$ cat config.mk
export PLATFORM = sky130hd
export DESIGN_NAME = bcd_display_scanner_flat
export DESIGN_NICKNAME = d
export VERILOG_FILES = /design/src/rtl/bcd_display_scanner_if.sv /design/src/rtl/bcd_display_scanner.sv /design/src/flat_wrapper.sv
export SDC_FILE = /design/constraint.sdc
export NUM_CORES = 1
export LEC_CHECK = 0
export BUFFER_PORTS_ARGS = -buffer_cell sky130_fd_sc_hd__buf_2
export CAP_MARGIN = 20
export CORE_ASPECT_RATIO = 2
export CORE_UTILIZATION = 30
export DETAILED_ROUTE_END_ITERATION = 12
export PLACE_DENSITY = 0.55
export SETUP_SLACK_MARGIN = 0.15
export SYNTH_ARGS = -nofsm -noshare
export SYNTH_HDL_FRONTEND = slang
export SYNTH_SLANG_ARGS = --single-unit
$ cat constraint.sdc
create_clock -name clk -period 3.7 [get_ports clk]
set_input_delay 0 -clock clk [delete_from_list [all_inputs] [get_ports clk]]
set_output_delay 0 -clock clk [all_outputs]
set_load 0.02 [all_outputs]
$ cat src/rtl/bcd_display_scanner_if.sv
// Display-side bundle for the two-digit BCD scanner: packed BCD value and hold in,
// multiplexed segment/anode drive and error flag out.
interface bcd_display_scanner_if;
  logic [7:0] count;
  logic       hold;
  logic [6:0] seg;
  logic [1:0] an;
  logic       err;

  modport master (output count, output hold, input seg, input an, input err);
  modport slave  (input count, input hold, output seg, output an, output err);
endinterface

$ cat src/rtl/bcd_display_scanner.sv
// Two-digit multiplexed 7-segment scanner: ones/gap/tens/gap frame, value latched
// into a shadow register once per frame so a digit never tears mid-frame.
module bcd_display_scanner #(
  parameter int unsigned REFRESH_DIV = 4,
  parameter bit          BLANK_LZ    = 1'b1
) (
  input  logic                  clk,
  input  logic                  reset_n,
  bcd_display_scanner_if.slave  bus
);

  localparam int unsigned DW = (REFRESH_DIV > 1) ? $clog2(REFRESH_DIV) : 1;

  typedef enum logic [1:0] {
    ST_ONES = 2'd0,
    ST_GAP0 = 2'd1,
    ST_TENS = 2'd2,
    ST_GAP1 = 2'd3
  } state_t;

  state_t        state_q, state_d;
  logic [DW-1:0] dwell_q, dwell_d;
  logic [7:0]    shadow_q, shadow_d;
  logic          dwell_last;

  // Active-high a..g pattern; anything above 9 shows "E".
  function automatic logic [6:0] decode(input logic [3:0] nib);
    case (nib)
      4'd0:    decode = 7'h3F;
      4'd1:    decode = 7'h06;
      4'd2:    decode = 7'h5B;
      4'd3:    decode = 7'h4F;
      4'd4:    decode = 7'h66;
      4'd5:    decode = 7'h6D;
      4'd6:    decode = 7'h7D;
      4'd7:    decode = 7'h07;
      4'd8:    decode = 7'h7F;
      4'd9:    decode = 7'h6F;
      default: decode = 7'h79;
    endcase
  endfunction

  assign dwell_last = (dwell_q == DW'(REFRESH_DIV - 1));

  always_ff @(posedge clk or negedge reset_n) begin
    if (!reset_n) begin
      state_q  <= ST_ONES;
      dwell_q  <= '0;
      shadow_q <= 8'h00;
    end else begin
      state_q  <= state_d;
      dwell_q  <= dwell_d;
      shadow_q <= shadow_d;
    end
  end

  // Next state plus Moore decode of the digit drive from state and shadow.
  always_comb begin
    state_d  = state_q;
    dwell_d  = dwell_q;
    shadow_d = shadow_q;
    bus.an   = 2'b00;
    bus.seg  = 7'h00;
    case (state_q)
      ST_ONES: begin
        bus.an  = 2'b01;
        bus.seg = decode(shadow_q[3:0]);
        if (dwell_last) begin
          dwell_d = '0;
          state_d = ST_GAP0;
        end else begin
          dwell_d = dwell_q + DW'(1);
        end
      end
      ST_GAP0: state_d = ST_TENS;
      ST_TENS: begin
        if (!(BLANK_LZ && (shadow_q[7:4] == 4'd0))) begin
          bus.an  = 2'b10;
          bus.seg = decode(shadow_q[7:4]);
        end
        if (dwell_last) begin
          dwell_d = '0;
          state_d = ST_GAP1;
        end else begin
          dwell_d = dwell_q + DW'(1);
        end
      end
      ST_GAP1: begin
        state_d = ST_ONES;
        if (!bus.hold) shadow_d = bus.count;
      end
      default: state_d = ST_ONES;
    endcase
  end

  assign bus.err = (shadow_q[7:4] > 4'd9) || (shadow_q[3:0] > 4'd9);

endmodule
$ cat src/flat_wrapper.sv
// flat-port wrapper written by rule: the top's interface ports become plain ports
module bcd_display_scanner_flat 
#(
  parameter int unsigned REFRESH_DIV = 4,
  parameter bit          BLANK_LZ    = 1'b1
)
  (clk, reset_n, bus_count, bus_hold, bus_seg, bus_an, bus_err);
  bcd_display_scanner_if bus_i ();
  input  logic clk;
  input  logic reset_n;
  input wire logic [$bits(bus_i.count)-1:0] bus_count;
  input wire logic [$bits(bus_i.hold)-1:0] bus_hold;
  output wire logic [$bits(bus_i.seg)-1:0] bus_seg;
  output wire logic [$bits(bus_i.an)-1:0] bus_an;
  output wire logic [$bits(bus_i.err)-1:0] bus_err;
  assign bus_i.count = bus_count;
  assign bus_i.hold = bus_hold;
  assign bus_seg = bus_i.seg;
  assign bus_an = bus_i.an;
  assign bus_err = bus_i.err;
  bcd_display_scanner #(.REFRESH_DIV(REFRESH_DIV), .BLANK_LZ(BLANK_LZ)) u_core (.clk(clk), .reset_n(reset_n), .bus(bus_i));
endmodule
==> results of run 1 <==
flip-flops by register name, indices dropped and copies added (netlist names):
name	flops
u_core.state_q	2
u_core.shadow_q	8
u_core.dwell_q	2
critical path: stages, from the launching register on:
cell and delay [ns]:
sky130_fd_sc_hd__dfrtp_1 0.40, sky130_fd_sc_hd__inv_1 0.11, sky130_fd_sc_hd__ha_1 0.30, sky130_fd_sc_hd__a21oi_1 0.20
sky130_fd_sc_hd__o21a_1 0.18, sky130_fd_sc_hd__o22ai_1 0.08, sky130_fd_sc_hd__buf_2 0.16
where the power goes:
group          total [mW]  internal, mW  switching, mW  leakage [nW]
logic              0.0777        0.0382         0.0395         0.496
clock network       0.140        0.0938         0.0463        0.0288
registers           0.157         0.139         0.0179         0.142
total               0.375         0.271          0.104         0.667
per-layer routing:
metal | track usage [%] | vias to the layer above | share of wire (%) | wire length, um
li1 | - | 427 | - | -
met1 | 15.0 | 382 | 39 | 878
met5 | 0 | - | 0 | 0
met3 | 0 | 4 | 2.5 | 57
met4 | 5.11 | 0 | 0.98 | 22
met2 | 25.8 | 18 | 57 | 1280
worst paths after layout:
kind                            cells after the start                            from                             end  slack [ns]
worst max-delay path                                6  u_core.shadow_q[4]$_DFFE_PN0P_                      bus_seg[3]        2.03
worst min-delay path                                4                        bus_hold  u_core.shadow_q[0]$_DFFE_PN0P_        0.11
worst max register to register                      5   u_core.state_q[0]$_DFFE_PN0P_   u_core.state_q[1]$_DFFE_PN0P_        2.14
worst min register to register                      1   u_core.dwell_q[1]$_DFFE_PN0P_   u_core.dwell_q[1]$_DFFE_PN0P_        0.50
max in group asynchronous                           2                         reset_n  u_core.shadow_q[7]$_DFFE_PN0P_        3.31
min in group asynchronous                           2                         reset_n   u_core.state_q[1]$_DFFE_PN0P_        0.17
stage by stage:
step	worst slack [ns]	utilization [%]
global route	1.92	39.4
finish	2.03	39.4
detailed placement	2.17	34.9
CTS	2.01	39.4
global placement	2.22	34.9
floorplan	2.21	-
what timing repair did:
item / 4_1_cts / 5_1_grt
hold endpoints to repair: 20 / 0
resized for setup: 0 / 0
hold buffers: 9 / 0
cells by family after synthesis:
group | count (synthesis) | synth area share, %
AOI/OAI and AO/OA | 30 | 18.3
and+or+nand+nor | 28 | 15.1
adders and majority gates | 17 | 20.6
buffers and inverters | 15 | 8.11
DFF | 12 | 29.1
muxes | 8 | 8.84
layout by cell type (no fill, tap or decap), drive strengths merged, types with 3 or more instances in the layout:
master / instances
a21oi: 5
nor3: 3
nor2: 9
clkbuf: 4
mux2: 6
dfrtp: 12
o21ai: 16
dlygate4sd3: 9
inv: 10
nor2b: 5
nand2: 6
ha: 17
buf: 20
final cells by class:
cell class | count | area (sq um) | area share, %
clock buffer | 4 | 55.1 | 4.33
inverter | 10 | 37.5 | 2.95
multi-input combinational | 83 | 649 | 51.1
sequential | 12 | 300 | 23.6
tap | 31 | 38.8 | 3.05
timing repair buffer | 29 | 190 | 15.0
==> results.md, run 1 <==
- Die H: between 80 and 90 um
- Worst Path Required: ~3.7 ns
- Hold Violations, Final: 0
- Maximum clock insertion buffer count: 2
- Total iterations of the first detailed-routing run: 8
- Placed insts: between 150 and 200
- Worst hold path type: in2reg
- Final setup violation count: 0
- Outcome: complete, but fails checks
- Violated checks: DRC
- Total Die Area: 0.00370 sq mm
- Most common cell in the netlist: sky130_fd_sc_hd__ha_1
- Startpoint-to-endpoint class of the critical path: reg2out
- Endpoint kind of the worst setup timing path: primary output
- Count of clock tree sinks: 12
- Maximum number of pins on one net before global-route repair: 14
- Post-Place Cell Area: approximately 0.0011 sq mm
- Static leakage: approximately 0.67 nW
- Avg Vias per Cell: just under 5
- HPWL after detailed placement: 1.76 mm
- Cell types occupying the most area after synthesis: sky130_fd_sc_hd__dfrtp_1, sky130_fd_sc_hd__ha_1, sky130_fd_sc_hd__o21ai_0
- Wirelength per Cell: ~13 um
- Vias after detailed routing: 831
- Yosys top cell area share: between 20% and 30%
- Share of synthesized area occupied by flip-flops and latches: between 20% and 30%
- Count of antenna-violating nets left after detailed routing: 0
- Synth Warn #: 0
- Die Width: roughly 44 um
- Clock tree from TritonCTS: yes
- Count of routing violations after the opening detailed-route iteration: 14
- Tightest slew margin relative to the limit: between 70% and 80%
- Overall overflow remaining after global route: 0
- Net count, final: about 170
- Worst setup SP type: flop
- Max rail drop VDD: ~210 uV
- Synth Net Count: about 140
- Number of antenna violations at the first check in global routing: 0
- Clock Skew: approximately 0.0027 ns
- Fmax: around 0.6 GHz
- Fraction of registers with async set or reset after synthesis: 100%
- Cell area after synthesis: 0.00103 sq mm
- Number of instances in the synthesized netlist: 110
- Vias in the first global route: slightly below 900
- Placeable core region: about 0.0032 sq mm
- Synth Register Bits: 12
- Clock root buffer master: sky130_fd_sc_hd__clkbuf_8
- Drc violations: 4
- Worst Max-Slew Pin Slew: around 0.37 ns
- GPL Wtd Cong: 0.793
- Final hold slack: between 0.1 and 0.15 ns
- Count of maximum capacitance violations: 0
- Final Slew Violations: 0
- Placement Rows: 29
- CP Data Arrival Time: approximately 1.7 ns
- Number of H-tree branching levels: 1
- Count of port buffers added during placement: 20
- Setup repair after global routing missed its margin: false
- Post-route design area: about 0.0013 sq mm
- Final clock period utilization by the worst path: between 40% and 50%
- Most area-hungry cell type in the Yosys netlist: sky130_fd_sc_hd__dfrtp_1
- Final antenna diode count: 0
- Ys flop type: sky130_fd_sc_hd__dfrtp_1
- Fill cell instance count of the final layout: 331
- EDFF count, synth: 0
- Synthesis-to-layout area growth: 23.0%
- Worst-path maximum fanout: 4
- Accumulated negative setup slack: 0 ns
- Power Density: roughly 300 mW/mm^2
- Initial core utilization: about a third
- All-Layer GR Usage: 13.4%
- Unique masters post-synth: 31
- Post-route non-filler standard cell count: between 150 and 200
- Clock input transition at the sequential cells of the worst setup and hold paths: around 0.050 ns
- Post-CTS setup buffer count: 0
- Most frequent cells after synthesis: sky130_fd_sc_hd__ha_1, sky130_fd_sc_hd__dfrtp_1, sky130_fd_sc_hd__inv_1, sky130_fd_sc_hd__o21ai_0
- Clock buffers created by TritonCTS: 3
- Detailed Route WL: approximately 2.2 mm
- Tmin final: roughly 1.7 ns
- Avg Inst Size Synth: between 9 and 10 sq um
- Power consumption: between 0.3 and 0.4 mW
- Worst-skew pair later-pin latency: about 0.24 ns
- Proportion of layout cells with a drive suffix above 1: 23.9%
- Global-route wire length before repair: 3.87 mm
- Number of primary I/O pins: 21
Note: power is estimated with default switching activity, not from simulation.
==> run 2: changes to the inputs <==
--- a/config.mk
+++ b/config.mk
@@ -10,7 +10,7 @@
 export CORE_ASPECT_RATIO = 2
 export CORE_UTILIZATION = 30
 export DETAILED_ROUTE_END_ITERATION = 12
-export PLACE_DENSITY = 0.55
+export PLACE_DENSITY = 0.57
 export SETUP_SLACK_MARGIN = 0.15
 export SYNTH_ARGS = -nofsm -noshare
 export SYNTH_HDL_FRONTEND = slang
==> constraint.sdc (replaced) <==
create_clock -name clk -period 1.5 [get_ports clk]
set_input_delay 0 -clock clk [delete_from_list [all_inputs] [get_ports clk]]
set_output_delay 0 -clock clk [all_outputs]
set_load 0.02 [all_outputs]
==> run 2 against run 1 <==
Against the previous run: the flow finishes with violations (DRC, setup timing); sequential power grew 150%; critical path depth unchanged; combinational power grew to 3.7 times the previous value; setup slack worse by 2.0 ns; cell area up 26%; clock power grew to 2.5 times the previous value; power grew to 2.7 times the previous value; clock skew is 0.0015 ns lower; first-iteration DRC count rose by 140%; clock-buffer cell count stayed put; hold slack improved by 0.018 ns; routed wire length grew 9.2%; critical path type unchanged; critical endpoint is now bus_seg[2]; largest power group unchanged.
==> results.md, run 2 (synthesis results as in run 1) <==
- Maximum clock insertion buffer count: 2 (unchanged)
- Reg with most FFs: u_core.shadow_q (unchanged)
- Vias after detailed routing: 945 (was 831)
- Longest individual stage delay on the worst path: 0.38 ns (was 0.40 ns)
- Tmin final: 1.51 ns
- Final Slew Violations: 0 (unchanged)
- Crit path cell chain: buf_4 -> ha_2 -> inv_1 -> o311ai_2 -> o21ai_1 -> buf_4 (was inv_1 -> ha_1 -> a21oi_1 -> o21a_1 -> o22ai_1 -> buf_2)
- Worst-skew pair later-pin latency: 0.24 ns (about the same)
- Final antenna diode count: 0 (unchanged)
- Worst hold path type: in2reg (unchanged)
- HPWL after detailed placement: 1.67 mm (was 1.76 mm)
- Die H: 85.0 um (unchanged)
- Endpoint kind of the worst setup timing path: primary output (unchanged)
- Number of primary I/O pins: 21 (unchanged)
- Commonest non-fill, non-tap cell in the layout: sky130_fd_sc_hd__buf_4 (was sky130_fd_sc_hd__buf_2)
- Synthesis-to-layout area growth: 55.4% (was 23.0%)
- Flop-to-flop setup slack: 0.10 ns (was 2.14 ns)
- Clock tree from TritonCTS: yes (unchanged)
- Tightest slew margin relative to the limit: 72.8% (was 75.3%)
- Fill cell instance count of the final layout: 302 (was 331)
- Net count, final: 182 (was 167)
- Crit path buf inv count: 3 (was 2)
- Avg Vias per Cell: 5.14 (was 4.92)
- Regs by FF count: u_core.shadow_q (8), u_core.dwell_q (2), u_core.state_q (2) (unchanged)
- Instance count on the critical path: 6 (unchanged)
- Number of H-tree branching levels: 1 (unchanged)
- Largest register FFs: 8 (unchanged)
- Count of routing violations after the opening detailed-route iteration: 33 (was 14)
- Worst Max-Slew Pin Slew: 0.408 ns (was 0.370 ns)
- Placement Rows: 29 (unchanged)
- Final Core Density: 49.7% (was 39.4%)
- Worst setup SP type: flop (unchanged)
- Vias in the first global route: 946 (was 886)
- Initial core utilization: 32.0% (unchanged)
- All-Layer GR Usage: 13.7% (was 13.4%)
- Cell type of the slowest stage on the worst timing path: sky130_fd_sc_hd__dfrtp_1 (unchanged)
- Wirelength per Cell: 13.3 um (about the same)
- Static leakage: 0.756 nW (was 0.667 nW)
- Commonest cells after routing, fill and taps aside: sky130_fd_sc_hd__buf_4, sky130_fd_sc_hd__buf_2, sky130_fd_sc_hd__ha_1 (was sky130_fd_sc_hd__buf_2, sky130_fd_sc_hd__ha_1, sky130_fd_sc_hd__dfrtp_1)
- Endpoint of the worst setup timing path: bus_seg[2] (was bus_seg[3])
- Final clock period utilization by the worst path: 101%
- Total iterations of the first detailed-routing run: 8 (unchanged)
- Startpoint-to-endpoint class of the critical path: reg2out (unchanged)
- Final setup violation count: 3 (was 0)
- Global-route wire length before repair: 3.89 mm (was 3.87 mm)
- Setup repair after global routing missed its margin: true (was false)
- Hold Violations, Final: 0 (unchanged)
- Clock Skew: 0.00119 ns (was 0.00271 ns)
- Maximum number of pins on one net before global-route repair: 14 (unchanged)
- Count of maximum capacitance violations: 0 (unchanged)
- Cell repeated most along the worst path: sky130_fd_sc_hd__buf_4
- Number of cells on the worst reg-to-reg path: 6 (was 5)
- Fmax: roughly 0.66 GHz
- Die Width: 43.5 um (unchanged)
- Final Worst Setup Slack: -0.0122 ns (was 2.03 ns)
- Count of port buffers added during placement: 20 (unchanged)
- Outcome: complete, but fails checks (unchanged)
- GPL Wtd Cong: 0.785 (was 0.793)
- Reg2Reg Launch Point: u_core.state_q[0]$_DFFE_PN0P_ (unchanged)
- CP Data Arrival Time: 1.51 ns (was 1.67 ns)
- Overall overflow remaining after global route: 0 (unchanged)
- Power Density: 640 mW/mm^2 (was 295 mW/mm^2)
- Clock root buffer master: sky130_fd_sc_hd__clkbuf_8 (unchanged)
- Total Die Area: 0.00370 sq mm (unchanged)
- Clock buffers created by TritonCTS: 3 (unchanged)
- Count of antenna-violating nets left after detailed routing: 0 (unchanged)
- Start point of the critical path: u_core.shadow_q[1]$_DFFE_PN0P_ (was u_core.shadow_q[4]$_DFFE_PN0P_)
- Proportion of layout cells with a drive suffix above 1: 51.0% (was 23.9%)
- Worst Path Required: 1.50 ns (was 3.70 ns)
- Placeable core region: 0.00323 sq mm (unchanged)
- Final hold slack: 0.133 ns (was 0.114 ns)
- Violated checks: DRC, setup timing (was DRC)
- Cell class contributing the biggest share of worst-path delay: flip-flops (was compound AO/OA/AOI/OAI gates)
- Clock input transition at the sequential cells of the worst setup and hold paths: 0.05 ns (about the same)
- Number of antenna violations at the first check in global routing: 0 (unchanged)
- Detailed Route WL: 2.45 mm (was 2.24 mm)
- Drc violations: 5 (was 4)
- Worst hold path startpoint: bus_hold (unchanged)
- Worst-path maximum fanout: 5 (was 4)
- Critical register-to-register path endpoint: u_core.state_q[1]$_DFFE_PN0P_ (unchanged)
- Max rail drop VDD: 549 uV (was 215 uV)
- Count of clock tree sinks: 12 (unchanged)
## run 2: cell count changes in the layout (fill, tap and decap cells not counted), moves of 6 or more
cell,before,now
sky130_fd_sc_hd__buf_4,0,17
sky130_fd_sc_hd__buf_2,20,11
sky130_fd_sc_hd__ha_1,17,10
sky130_fd_sc_hd__inv_1,10,3
sky130_fd_sc_hd__ha_4,0,6
sky130_fd_sc_hd__inv_2,0,6
## run 2: worst min-delay path, stage by stage
cell                      delay, ns
sky130_fd_sc_hd__buf_2         0.14
sky130_fd_sc_hd__nor2b_2       0.07
sky130_fd_sc_hd__nand2_1       0.06
sky130_fd_sc_hd__o21ai_0       0.07
## run 2: power breakdown
part	total [mW]	switching, mW	internal (mW)
registers	0.388	0.0423	0.346
logic	0.288	0.138	0.150
clock network	0.352	0.120	0.232
total	1.03	0.300	0.728
## run 2: timing repair
item                                    CTS  global route
gates resized for setup                  20            34
buffers inserted                          9             3
hold buffers                              9             0
cloned                                    0             1
endpoints found under the hold margin    20             0
pin swaps                                 7             9
endpoints found under the setup margin   11            15
## run 2: how the worst min path moves through the flow
stage | end | slack, ns | cells after the start
global route | u_core.shadow_q[5]$_DFFE_PN0P_ | 0.14 | 3
global placement | u_core.shadow_q[7]$_DFFE_PN0P_ | -0.10 | 1
CTS | u_core.shadow_q[5]$_DFFE_PN0P_ | 0.09 | 4
floorplan | u_core.dwell_q[0]$_DFFE_PN0P_ | -0.30 | 0
finish | u_core.shadow_q[5]$_DFFE_PN0P_ | 0.13 | 4
detailed placement | u_core.shadow_q[6]$_DFFE_PN0P_ | -0.1 | 1
## run 2: area by class of cell
class	instances	area, sq um	area share, %
timing repair buffer	43	349	21.7
inverter	10	40.0	2.49
sequential	12	305	19.0
tap	31	38.8	2.41
clock buffer	4	55.1	3.43
multi-input combinational	84	818	50.9
## run 2: stage by stage
step	TNS, ns	setup slack, ns	std cells	cell area, sq um	total power, mW
6_report	-0.0225	-0.0122	184	1610	1.03
5_1_grt	-0.550	-0.111	184	1610	1.09
4_1_cts	-0.0441	-0.0315	180	1420	0.993
3_5_place_dp	0	0.0546	158	1150	0.574
3_3_place_gp	0	0.0997	158	1150	0.571
2_1_floorplan	0	0.167	110	1050	0.527
## run 2: metal layers
layer	share of wire, %	track usage [%]
met1	37	14.6
met2	55	24.4
met3	2.8	1.28
met4	4.9	9.09
met5	0	0
==> run 3: changes to the inputs <==
--- a/config.mk
+++ b/config.mk
@@ -10,8 +10,9 @@
 export CORE_ASPECT_RATIO = 2
 export CORE_UTILIZATION = 30
 export DETAILED_ROUTE_END_ITERATION = 12
-export PLACE_DENSITY = 0.57
+export PLACE_DENSITY = 0.6
 export SETUP_SLACK_MARGIN = 0.15
+export SLEW_MARGIN = 0
 export SYNTH_ARGS = -nofsm -noshare
 export SYNTH_HDL_FRONTEND = slang
 export SYNTH_SLANG_ARGS = --single-unit
==> run 3 against run 2 <==
Against the previous run: the run still ends with DRC, setup timing left; power rose by 3.1%; critical path type unchanged; cell area rose by 1.3%; combinational power rose by 11%; routed wire length rose by 2.0%; global-route usage rose by 0.95 points; highest routed layer unchanged; clock skew rose by 0.0016 ns; hold slack got worse by 0.043 ns; via count fell by 0.63%; sequential cell count did not move; die area did not move; register-to-register slack improved by 0.06 ns.
==> results.md, run 3 (synthesis results as in run 1) <==
- Count of clock tree sinks: 12 (unchanged)
- Count of routing violations after the opening detailed-route iteration: 16 (was 33)
- Die Width: 43.5 um (unchanged)
- Static leakage: 0.767 nW (was 0.756 nW)
- Post-Place Cell Area: 0.00115 sq mm (unchanged)
- Placed insts: 158 (unchanged)
- Placement Rows: 29 (unchanged)
- Clock root buffer master: sky130_fd_sc_hd__clkbuf_8 (unchanged)
- Final Core Density: 50.4% (was 49.7%)
- Max rail drop VDD: 571 uV (was 549 uV)
- Worst setup SP type: flop (unchanged)
- Longest individual stage delay on the worst path: 0.38 ns (about the same)
- All-Layer GR Usage: 14.7% (was 13.7%)
- Number of primary I/O pins: 21 (unchanged)
- Die H: 85.0 um (unchanged)
- Setup repair after global routing missed its margin: true (unchanged)
- Worst Path Required: 1.50 ns (about the same)
- Post-route non-filler standard cell count: 187 (was 184)
- Startpoint-to-endpoint class of the critical path: reg2out (unchanged)
- Crit path cell chain: inv_2 -> ha_4 -> nand2b_4 -> a21oi_4 -> o22ai_2 -> buf_4 (was buf_4 -> ha_2 -> inv_1 -> o311ai_2 -> o21ai_1 -> buf_4)
- Proportion of layout cells with a drive suffix above 1: 54.5% (was 51.0%)
- Net count, final: 185 (was 182)
- Post-route design area: 0.00163 sq mm (was 0.00161 sq mm)
- Endpoint kind of the worst setup timing path: primary output (unchanged)
- Accumulated negative setup slack: -0.0260 ns (was -0.0225 ns)
- Worst Max-Slew Pin Slew: 0.412 ns (was 0.408 ns)
- Global-route wire length before repair: 4.11 mm (was 3.89 mm)
- Fill cell instance count of the final layout: 288 (was 302)
- Power Density: 651 mW/mm^2 (was 640 mW/mm^2)
- Clock buffers created by TritonCTS: 3 (unchanged)
- Total Die Area: 0.00370 sq mm (unchanged)
- Commonest non-fill, non-tap cell in the layout: sky130_fd_sc_hd__buf_4 (unchanged)
- Drc violations: 2 (was 5)
- Regs by FF count: u_core.shadow_q (8), u_core.dwell_q (2), u_core.state_q (2) (unchanged)
- Violated checks: DRC, setup timing (unchanged)
- Vias in the first global route: 974 (was 946)
- Final Slew Violations: 0 (unchanged)
- Final antenna diode count: 0 (unchanged)
- Placeable core region: 0.00323 sq mm (unchanged)
- Overall overflow remaining after global route: 0 (unchanged)
- Commonest cells after routing, fill and taps aside: sky130_fd_sc_hd__buf_4, sky130_fd_sc_hd__buf_2, sky130_fd_sc_hd__o21ai_0, sky130_fd_sc_hd__dlygate4sd3_1, sky130_fd_sc_hd__dfrtp_1 (was sky130_fd_sc_hd__buf_4, sky130_fd_sc_hd__buf_2, sky130_fd_sc_hd__ha_1)
- FF/Latch Area: 305 sq um (unchanged)
- Number of antenna violations at the first check in global routing: 0 (unchanged)
- Final Worst Setup Slack: -0.0165 ns (was -0.0122 ns)
- Count of maximum capacitance violations: 0 (unchanged)
- Clock Skew: 0.00276 ns (was 0.00119 ns)
- Combined area of the multi-input logic cells: 827 sq um (was 818 sq um)
- Synthesis-to-layout area growth: 57.5% (was 55.4%)
- Largest register FFs: 8 (unchanged)
- Count of antenna-violating nets left after detailed routing: 0 (unchanged)
- Worst hold path type: in2reg (unchanged)
- Vias after detailed routing: 939 (was 945)
- Final hold slack: 0.0896 ns (was 0.133 ns)
- Final setup violation count: 2 (was 3)
- Maximum number of pins on one net before global-route repair: 14 (unchanged)
- Detailed Route WL: 2.49 mm (was 2.45 mm)
- Final clock period utilization by the worst path: 101% (about the same)
- Wirelength per Cell: 13.3 um (about the same)
- Worst-skew pair later-pin latency: 0.24 ns (about the same)
- Clock tree from TritonCTS: yes (unchanged)
- Clock input transition at the sequential cells of the worst setup and hold paths: 0.05 ns (about the same)
- Tmin final: 1.52 ns (was 1.51 ns)
- Maximum clock insertion buffer count: 2 (unchanged)
- Hold Violations, Final: 0 (unchanged)
- Cell type of the slowest stage on the worst timing path: sky130_fd_sc_hd__dfrtp_1 (unchanged)
- Count of port buffers added during placement: 20 (unchanged)
- Total iterations of the first detailed-routing run: 10 (was 8)
- CP Data Arrival Time: 1.52 ns (was 1.51 ns)
- Avg Vias per Cell: 5.02 (was 5.14)
- Reg with most FFs: u_core.shadow_q (unchanged)
- HPWL after detailed placement: 1.73 mm (was 1.67 mm)
- GPL Wtd Cong: 0.880 (was 0.785)
- Number of H-tree branching levels: 1 (unchanged)
- Fmax: 0.659 GHz (was 0.661 GHz)
- Outcome: complete, but fails checks (unchanged)
- Tightest slew margin relative to the limit: 72.6% (was 72.8%)
- Initial core utilization: 32.0% (unchanged)
- Worst-path maximum fanout: 4 (was 5)
[run 3: path summary, 6_finish.rpt]
path	startpoint	depth (start not counted)	to	slack [ns]
setup / recovery	u_core.shadow_q[0]$_DFFE_PN0P_	6	bus_seg[3]	-0.02
hold / removal	bus_hold	3	u_core.shadow_q[4]$_DFFE_PN0P_	0.09
setup reg to reg	u_core.state_q[1]$_DFFE_PN0P_	5	u_core.state_q[1]$_DFFE_PN0P_	0.16
hold reg to reg	u_core.dwell_q[0]$_DFFE_PN0P_	1	u_core.dwell_q[0]$_DFFE_PN0P_	0.52
max in group asynchronous	reset_n	2	u_core.shadow_q[2]$_DFFE_PN0P_	1.09
min in group asynchronous	reset_n	2	u_core.shadow_q[4]$_DFFE_PN0P_	0.17
[run 3: routing by layer]
layer | up-vias | part of all wire, % | GRT usage [%]
li1 | 468 | - | -
met1 | 439 | 37 | 14.2
met2 | 24 | 55 | 26.4
met3 | 8 | 2.7 | 1.49
met4 | 0 | 4.3 | 11.9
met5 | - | 0 | 0
[run 3: layout make-up]
cell class	count	area share, %
Multi-Input combinational cell	83	50.8
Sequential cell	12	18.8
Tap cell	31	2.38
Inverter	10	2.31
Clock buffer	4	3.38
Timing Repair Buffer	47	22.4
[run 3: worst max-delay path: cells and delay by family, from the launching register on]
family                     cells  cell delay [ns]
DFF                            1             0.38
buffers and inverters          2             0.29
AOI/OAI and AO/OA              2             0.24
adders and majority gates      1             0.22
and+or+nand+nor                1             0.14
[run 3: repair_timing]
item	CTS	global route
setup endpoints to repair	11	15
hold buffers	9	0
resized for setup	47	9
buffers inserted	11	5
hold endpoints to repair	20	0
pin swaps	10	3
[run 3: power breakdown]
group,internal (mW),switching [mW]
clock,0.232,0.115
combinational,0.174,0.147
sequential,0.346,0.0470
[run 3: through the flow]
stage	total power [mW]	worst slack (ns)
4_1_cts	1.03	-0.00346
5_1_grt	1.13	-0.0568
3_3_place_gp	0.571	0.110
6_report	1.06	-0.0165
3_5_place_dp	0.575	0.0719
2_1_floorplan	0.527	0.167
